===== src/rtl/voice_allocator.sv =====
// voice_allocator: polyphonic MIDI voice allocator.
// Each accepted note event triggers a full scan of the voice table in external
// RAM (asynchronous read), followed by a single masked write to the chosen voice.
// Entry layout: bit 14 active, bits 13:7 note, bits 6:0 velocity, upper bits 0.
// Optional feature macro: VOICE_STEAL_EN -- when defined, a note-on that finds
// neither a matching nor a free voice steals one using a round-robin pointer.
// When it is not defined, such a note-on is dropped.
module voice_allocator #(
    parameter int VOICE_BITS = 3,
    parameter int DATA_WIDTH = 16
) (
    input  logic                  clk,
    input  logic                  rst_n,
    input  logic                  ev_valid,
    output logic                  ev_ready,
    input  logic                  ev_on,
    input  logic [6:0]            ev_note,
    input  logic [6:0]            ev_vel,
    output logic [VOICE_BITS-1:0] ram_addr,
    output logic [DATA_WIDTH-1:0] ram_din,
    output logic [DATA_WIDTH-1:0] ram_mask,
    output logic                  ram_we,
    input  logic [DATA_WIDTH-1:0] ram_dout,
    output logic                  done,
    output logic [VOICE_BITS-1:0] voice_idx,
    output logic                  dropped
);

    if (DATA_WIDTH < 15) begin : g_width_check
        $error("voice_allocator: DATA_WIDTH must be at least 15");
    end

    localparam int                    ACT_BIT  = 14;
    localparam logic [VOICE_BITS-1:0] LAST_IDX = '1;
    localparam logic [VOICE_BITS-1:0] IDX_ONE  = VOICE_BITS'(1);

    typedef enum logic [1:0] {
        INIT  = 2'd0,
        IDLE  = 2'd1,
        SCAN  = 2'd2,
        WRITE = 2'd3
    } state_t;

    state_t                state;
    state_t                state_nxt;
    logic [VOICE_BITS-1:0] idx;
    logic                  off_q;
    logic [6:0]            note_q;
    logic [6:0]            vel_q;
    logic                  match_vld;
    logic [VOICE_BITS-1:0] match_idx;
    logic                  free_vld;
    logic [VOICE_BITS-1:0] free_idx;
    logic [VOICE_BITS-1:0] vidx_q;

    logic                  accept;
    logic                  dout_active;
    logic [6:0]            dout_note;
    logic                  tgt_vld;
    logic [VOICE_BITS-1:0] tgt_idx;
    logic [DATA_WIDTH-1:0] wr_data;
    logic [DATA_WIDTH-1:0] wr_mask;
    logic                  unused_dout;

`ifdef VOICE_STEAL_EN
    logic [VOICE_BITS-1:0] steal_ptr;
    logic                  steal_use;
`endif

    assign accept      = (state == IDLE) && ev_valid;
    assign dout_active = ram_dout[ACT_BIT];
    assign dout_note   = ram_dout[13:7];
    // Velocity and padding bits of the read data are never inspected.
    assign unused_dout = ^ram_dout;

    // State register; reset always restarts table initialisation.
    always_ff @(posedge clk) begin
        if (!rst_n) begin
            state <= INIT;
        end else begin
            state <= state_nxt;
        end
    end

    // Index counter, event latch, scan results and last-written voice.
    always_ff @(posedge clk) begin
        if (!rst_n) begin
            idx       <= '0;
            off_q     <= 1'b0;
            note_q    <= '0;
            vel_q     <= '0;
            match_vld <= 1'b0;
            match_idx <= '0;
            free_vld  <= 1'b0;
            free_idx  <= '0;
            vidx_q    <= '0;
        end else begin
            case (state)
                INIT: begin
                    idx <= idx + IDX_ONE;
                end
                IDLE: begin
                    idx <= '0;
                    if (accept) begin
                        // A note-on with zero velocity behaves as a note-off.
                        off_q     <= !ev_on || (ev_vel == 7'd0);
                        note_q    <= ev_note;
                        vel_q     <= ev_vel;
                        match_vld <= 1'b0;
                        free_vld  <= 1'b0;
                    end
                end
                SCAN: begin
                    idx <= idx + IDX_ONE;
                    if (dout_active && (dout_note == note_q) && !match_vld) begin
                        match_vld <= 1'b1;
                        match_idx <= idx;
                    end
                    if (!dout_active && !free_vld) begin
                        free_vld <= 1'b1;
                        free_idx <= idx;
                    end
                end
                WRITE: begin
                    if (tgt_vld) begin
                        vidx_q <= tgt_idx;
                    end
                end
                default: begin
                    idx <= '0;
                end
            endcase
        end
    end

`ifdef VOICE_STEAL_EN
    // Round-robin steal pointer, advanced only when a voice is actually stolen.
    always_ff @(posedge clk) begin
        if (!rst_n) begin
            steal_ptr <= '0;
        end else if (state == WRITE && steal_use) begin
            steal_ptr <= steal_ptr + IDX_ONE;
        end
    end
`endif

    // Target selection: match first, then lowest free voice, then steal if enabled.
    always_comb begin
        tgt_vld = 1'b0;
        tgt_idx = '0;
`ifdef VOICE_STEAL_EN
        steal_use = 1'b0;
`endif
        if (off_q) begin
            tgt_vld = match_vld;
            tgt_idx = match_idx;
        end else if (match_vld) begin
            tgt_vld = 1'b1;
            tgt_idx = match_idx;
        end else if (free_vld) begin
            tgt_vld = 1'b1;
            tgt_idx = free_idx;
        end
`ifdef VOICE_STEAL_EN
        else begin
            tgt_vld   = 1'b1;
            tgt_idx   = steal_ptr;
            steal_use = 1'b1;
        end
`endif
    end

    // Write payload: note-off clears only the active bit so note/velocity survive.
    always_comb begin
        wr_data = '0;
        wr_mask = '0;
        if (off_q) begin
            wr_mask[ACT_BIT] = 1'b1;
        end else begin
            wr_data[ACT_BIT] = 1'b1;
            wr_data[13:7]    = note_q;
            wr_data[6:0]     = vel_q;
            wr_mask          = '1;
        end
    end

    // Next-state and outputs; every output is held at zero while rst_n is low.
    always_comb begin
        state_nxt = state;
        ev_ready  = 1'b0;
        ram_we    = 1'b0;
        ram_addr  = '0;
        ram_din   = '0;
        ram_mask  = '0;
        done      = 1'b0;
        dropped   = 1'b0;
        voice_idx = '0;
        if (rst_n) begin
            voice_idx = vidx_q;
            case (state)
                INIT: begin
                    ram_we   = 1'b1;
                    ram_addr = idx;
                    ram_mask = '1;
                    if (idx == LAST_IDX) begin
                        state_nxt = IDLE;
                    end
                end
                IDLE: begin
                    ev_ready = 1'b1;
                    if (ev_valid) begin
                        state_nxt = SCAN;
                    end
                end
                SCAN: begin
                    ram_addr = idx;
                    if (idx == LAST_IDX) begin
                        state_nxt = WRITE;
                    end
                end
                WRITE: begin
                    done      = 1'b1;
                    state_nxt = IDLE;
                    if (tgt_vld) begin
                        ram_we    = 1'b1;
                        ram_addr  = tgt_idx;
                        ram_din   = wr_data;
                        ram_mask  = wr_mask;
                        voice_idx = tgt_idx;
                    end else begin
                        dropped = 1'b1;
                    end
                end
                default: begin
                    state_nxt = INIT;
                end
            endcase
        end
    end

endmodule


===== config.mk =====
export PLATFORM = sky130hd
export DESIGN_NAME = voice_allocator
export DESIGN_NICKNAME = d
export VERILOG_FILES = /design/src/rtl/voice_allocator.sv
export SDC_FILE = /design/constraint.sdc
export NUM_CORES = 1
export LEC_CHECK = 0
export ABC_AREA = 1
export ABC_CLOCK_PERIOD_IN_PS = 3900
export CORE_ASPECT_RATIO = 0.9
export CORE_MARGIN = 2
export CORE_UTILIZATION = 45
export CTS_CLUSTER_DIAMETER = 30
export DETAILED_ROUTE_END_ITERATION = 8
export PLACE_DENSITY = 0.83
export SYNTH_ARGS = -nofsm -noshare
export SYNTH_HDL_FRONTEND = slang
export SYNTH_SLANG_ARGS = --single-unit

===== constraint.sdc =====
create_clock -name clk -period 3.9 [get_ports clk]
set_input_delay 0.585 -clock clk [delete_from_list [all_inputs] [get_ports clk]]
set_output_delay 0.585 -clock clk [all_outputs]
set_load 0.005 [all_outputs]

==> flow_summary.toml <==
[yosys]
postSynth.asyncResetShare_pct = 0
synth_cell_types = 23
synth-seq-cells = 31
ys_top_cells_by_count = "nand2_1 (61), inv_1 (49), dfxtp_1 (31), nor2_1 (30), o21ai_0 (28)"
synth.yosys.seq_area_share_pct = 33.70
syn_nets = 327
synth-edff-count = 0
synthCells = 286
synth.area.top_cells = "dfxtp_1 (34%), nand2_1 (12%), inv_1 (10%), o21ai_0 (7.6%), a21oi_1 (7.3%)"
synth-main-ff-cell = "dfxtp_1"
yosysMostFrequentCell = "nand2_1"
synth_area_um2 = 1842
synth_warnings = 0
synth_largest_area_cell = "dfxtp_1"
synth_area_per_cell_um2 = 6.440
synth_top_cell_area_share_pct = 33.70

[clocking]
clockBufferDepth = 2
clkSinkCount = 31
cts_resized = 0
clkTransAtPathRegs_ps = 60
cts-hold-fix-buffers = 0
postCtsSetupRepairBufs = 0
cts_root_buf = "clkbuf_8"
clock_latency_ps = 280
cts_buffers = 5
cts_tree = "done"
htree_levels = 2

[placement]
place_ws_ps = 559.0
dp_hpwl_um = 3234
gp_congestion = 0.8052
io_buffers = 66

[detailed_routing]
first_pass_iters = 4
drt-total-wl_um = 4295
drtIter0Drc = 90
ant_nets = 0
wire_per_inst_um = 11.13
via_per_inst = 4.754
route.detailed.drc = 0
dr_total_vias = 1835

[grt]
grt_overflow_total = 0
first_global_vias = 1648
grt_max_degree = 32
grtUsageTotal_pct = 19.52
grt_pass1_wl_um = 7196
antenna_found_initial = 0

[timing]
final_hold_viol_count = 0
setup_tns_ps = 0
final_max_slew_viol_count = 0
max_slew_margin_pct = 44.46
skew_ps = 7.799
rsz0062_at_grt = "false"
finalCritPeriodShare_pct = 84.92
fmaxAchievable_ghz = 0.3020
finalCriticalPeriod_ps = 3312
worstMarginPinSlew_ps = 831.0
setup_viol = 0
setup_ws_ps = 588.3

[floorplanning]
die_area_um2 = 4621
fp.dieW_um = 71.44
ios = 76
fp-row-count = 22
die_h_um = 64.69
initial_core_util_pct = 46.14
core_um2 = 3991

[worst_setup_path]
cp_data_arrival_time_ps = 2730
cp_max_fo = 15
criticalPathCategory = "input pin to output pin"
critPathLaunchType = "input pin"
required_ps = 3310
cp-end-kind = "output pin"

[power]
power_leakage_nw = 1.063
powerDensity_nw_per_um2 = 448.2
ir_drop_mv = 0.2393

[worst_hold_path]
hold_class = "flop to flop"

[run]
cap_violations = 0

[final_layout]
area_delta_synth_final_pct = 35.60
diodes = 0
layout-drive-gt1-share_pct = 6.805
fill_cells = 381
num-nets-final = 378

[outcome]
status = "complete, no violations"
metal layers:
metal / routed length [um] / track usage (%)
met1: 1989 / 23.50
met2: 2063 / 33.91
met3: 151 / 3.421
met4: 91 / 8.491
met5: 0 / 0
layout make-up:
| type | instances | area, um2 | share of cell area (%) |
|---|---|---|---|
| clock buffer | 7 | 76.32 | 3.056 |
| clock inverter | 1 | 5.005 | 0.2004 |
| inverter | 51 | 191.4 | 7.665 |
| multi-input combinational | 181 | 875.8 | 35.07 |
| sequential | 31 | 620.6 | 24.85 |
| tap | 48 | 60.06 | 2.405 |
| timing repair buffer | 67 | 668.1 | 26.75 |
worst paths after layout:
kind | slack, ps | from | cells past startpoint | end
worst max-delay path | 590 | rst_n | 5 | ram_mask[8]
worst min-delay path | 450 | vel_q[1]$_SDFFE_PN0P_ | 2 | vel_q[1]$_SDFFE_PN0P_
worst max register to register | 1990 | state[1]$_SDFFE_PN0P_ | 6 | free_vld$_SDFFE_PN0P_
worst min register to register | 450 | vel_q[1]$_SDFFE_PN0P_ | 2 | vel_q[1]$_SDFFE_PN0P_
through the flow:
stage / cells / cell area [um2] / hold slack (ps) / total power, mW / util [%]
after floorplan: 286 / 1842 / 430.0 / 0.7348 / -
after global placement: 378 / 2416 / 442.5 / 0.8677 / 60.53
after detailed placement: 378 / 2416 / 444.4 / 0.8855 / 60.53
after CTS: 386 / 2497 / 454.4 / 1.125 / 62.57
after global routing: 386 / 2497 / 472.7 / 1.204 / 62.57
final: 386 / 2497 / 452.7 / 1.119 / 62.57
flip-flops by register name (all words and copies together) (netlist names):
name       cells
state          2
match_vld      1
free_vld       1
match_idx      3
idx            3
vel_q          7
off_q          1
free_idx       3
note_q         7
vidx_q         3
report_power, final:
part | switching, mW | internal (mW) | leakage [nW]
registers | 0.0386 | 0.376 | 0.252
clock network | 0.114 | 0.125 | 0.0422
logic | 0.233 | 0.233 | 0.769
cells in the final DEF, fill, tap and decap left out, drive strengths merged, types with 3 or more instances in the layout:
| cell | n |
|---|---|
| ha | 7 |
| a21oi | 27 |
| clkbuf | 7 |
| o21ai | 29 |
| clkdlybuf4s50 | 66 |
| nand3 | 8 |
| nand2 | 62 |
| nor2 | 40 |
| dfxtp | 31 |
| nor3 | 3 |
| inv | 51 |
critical path, stage by stage:
cell             delay [ps]
clkdlybuf4s50_1         470
inv_1                   120
or2_2                   310
nor2_1                  590
clkdlybuf4s50_1         650
cells by family after synthesis:
family	Yosys count	synth area share, %
AOI/OAI and AO/OA	58	16.10
adders and majority gates	7	4.755
buffers and inverters	74	18.75
DFF	31	33.70
other	1	0.2036
and+or+nand+nor	115	26.50
Note: power is estimated with default switching activity, not from simulation.
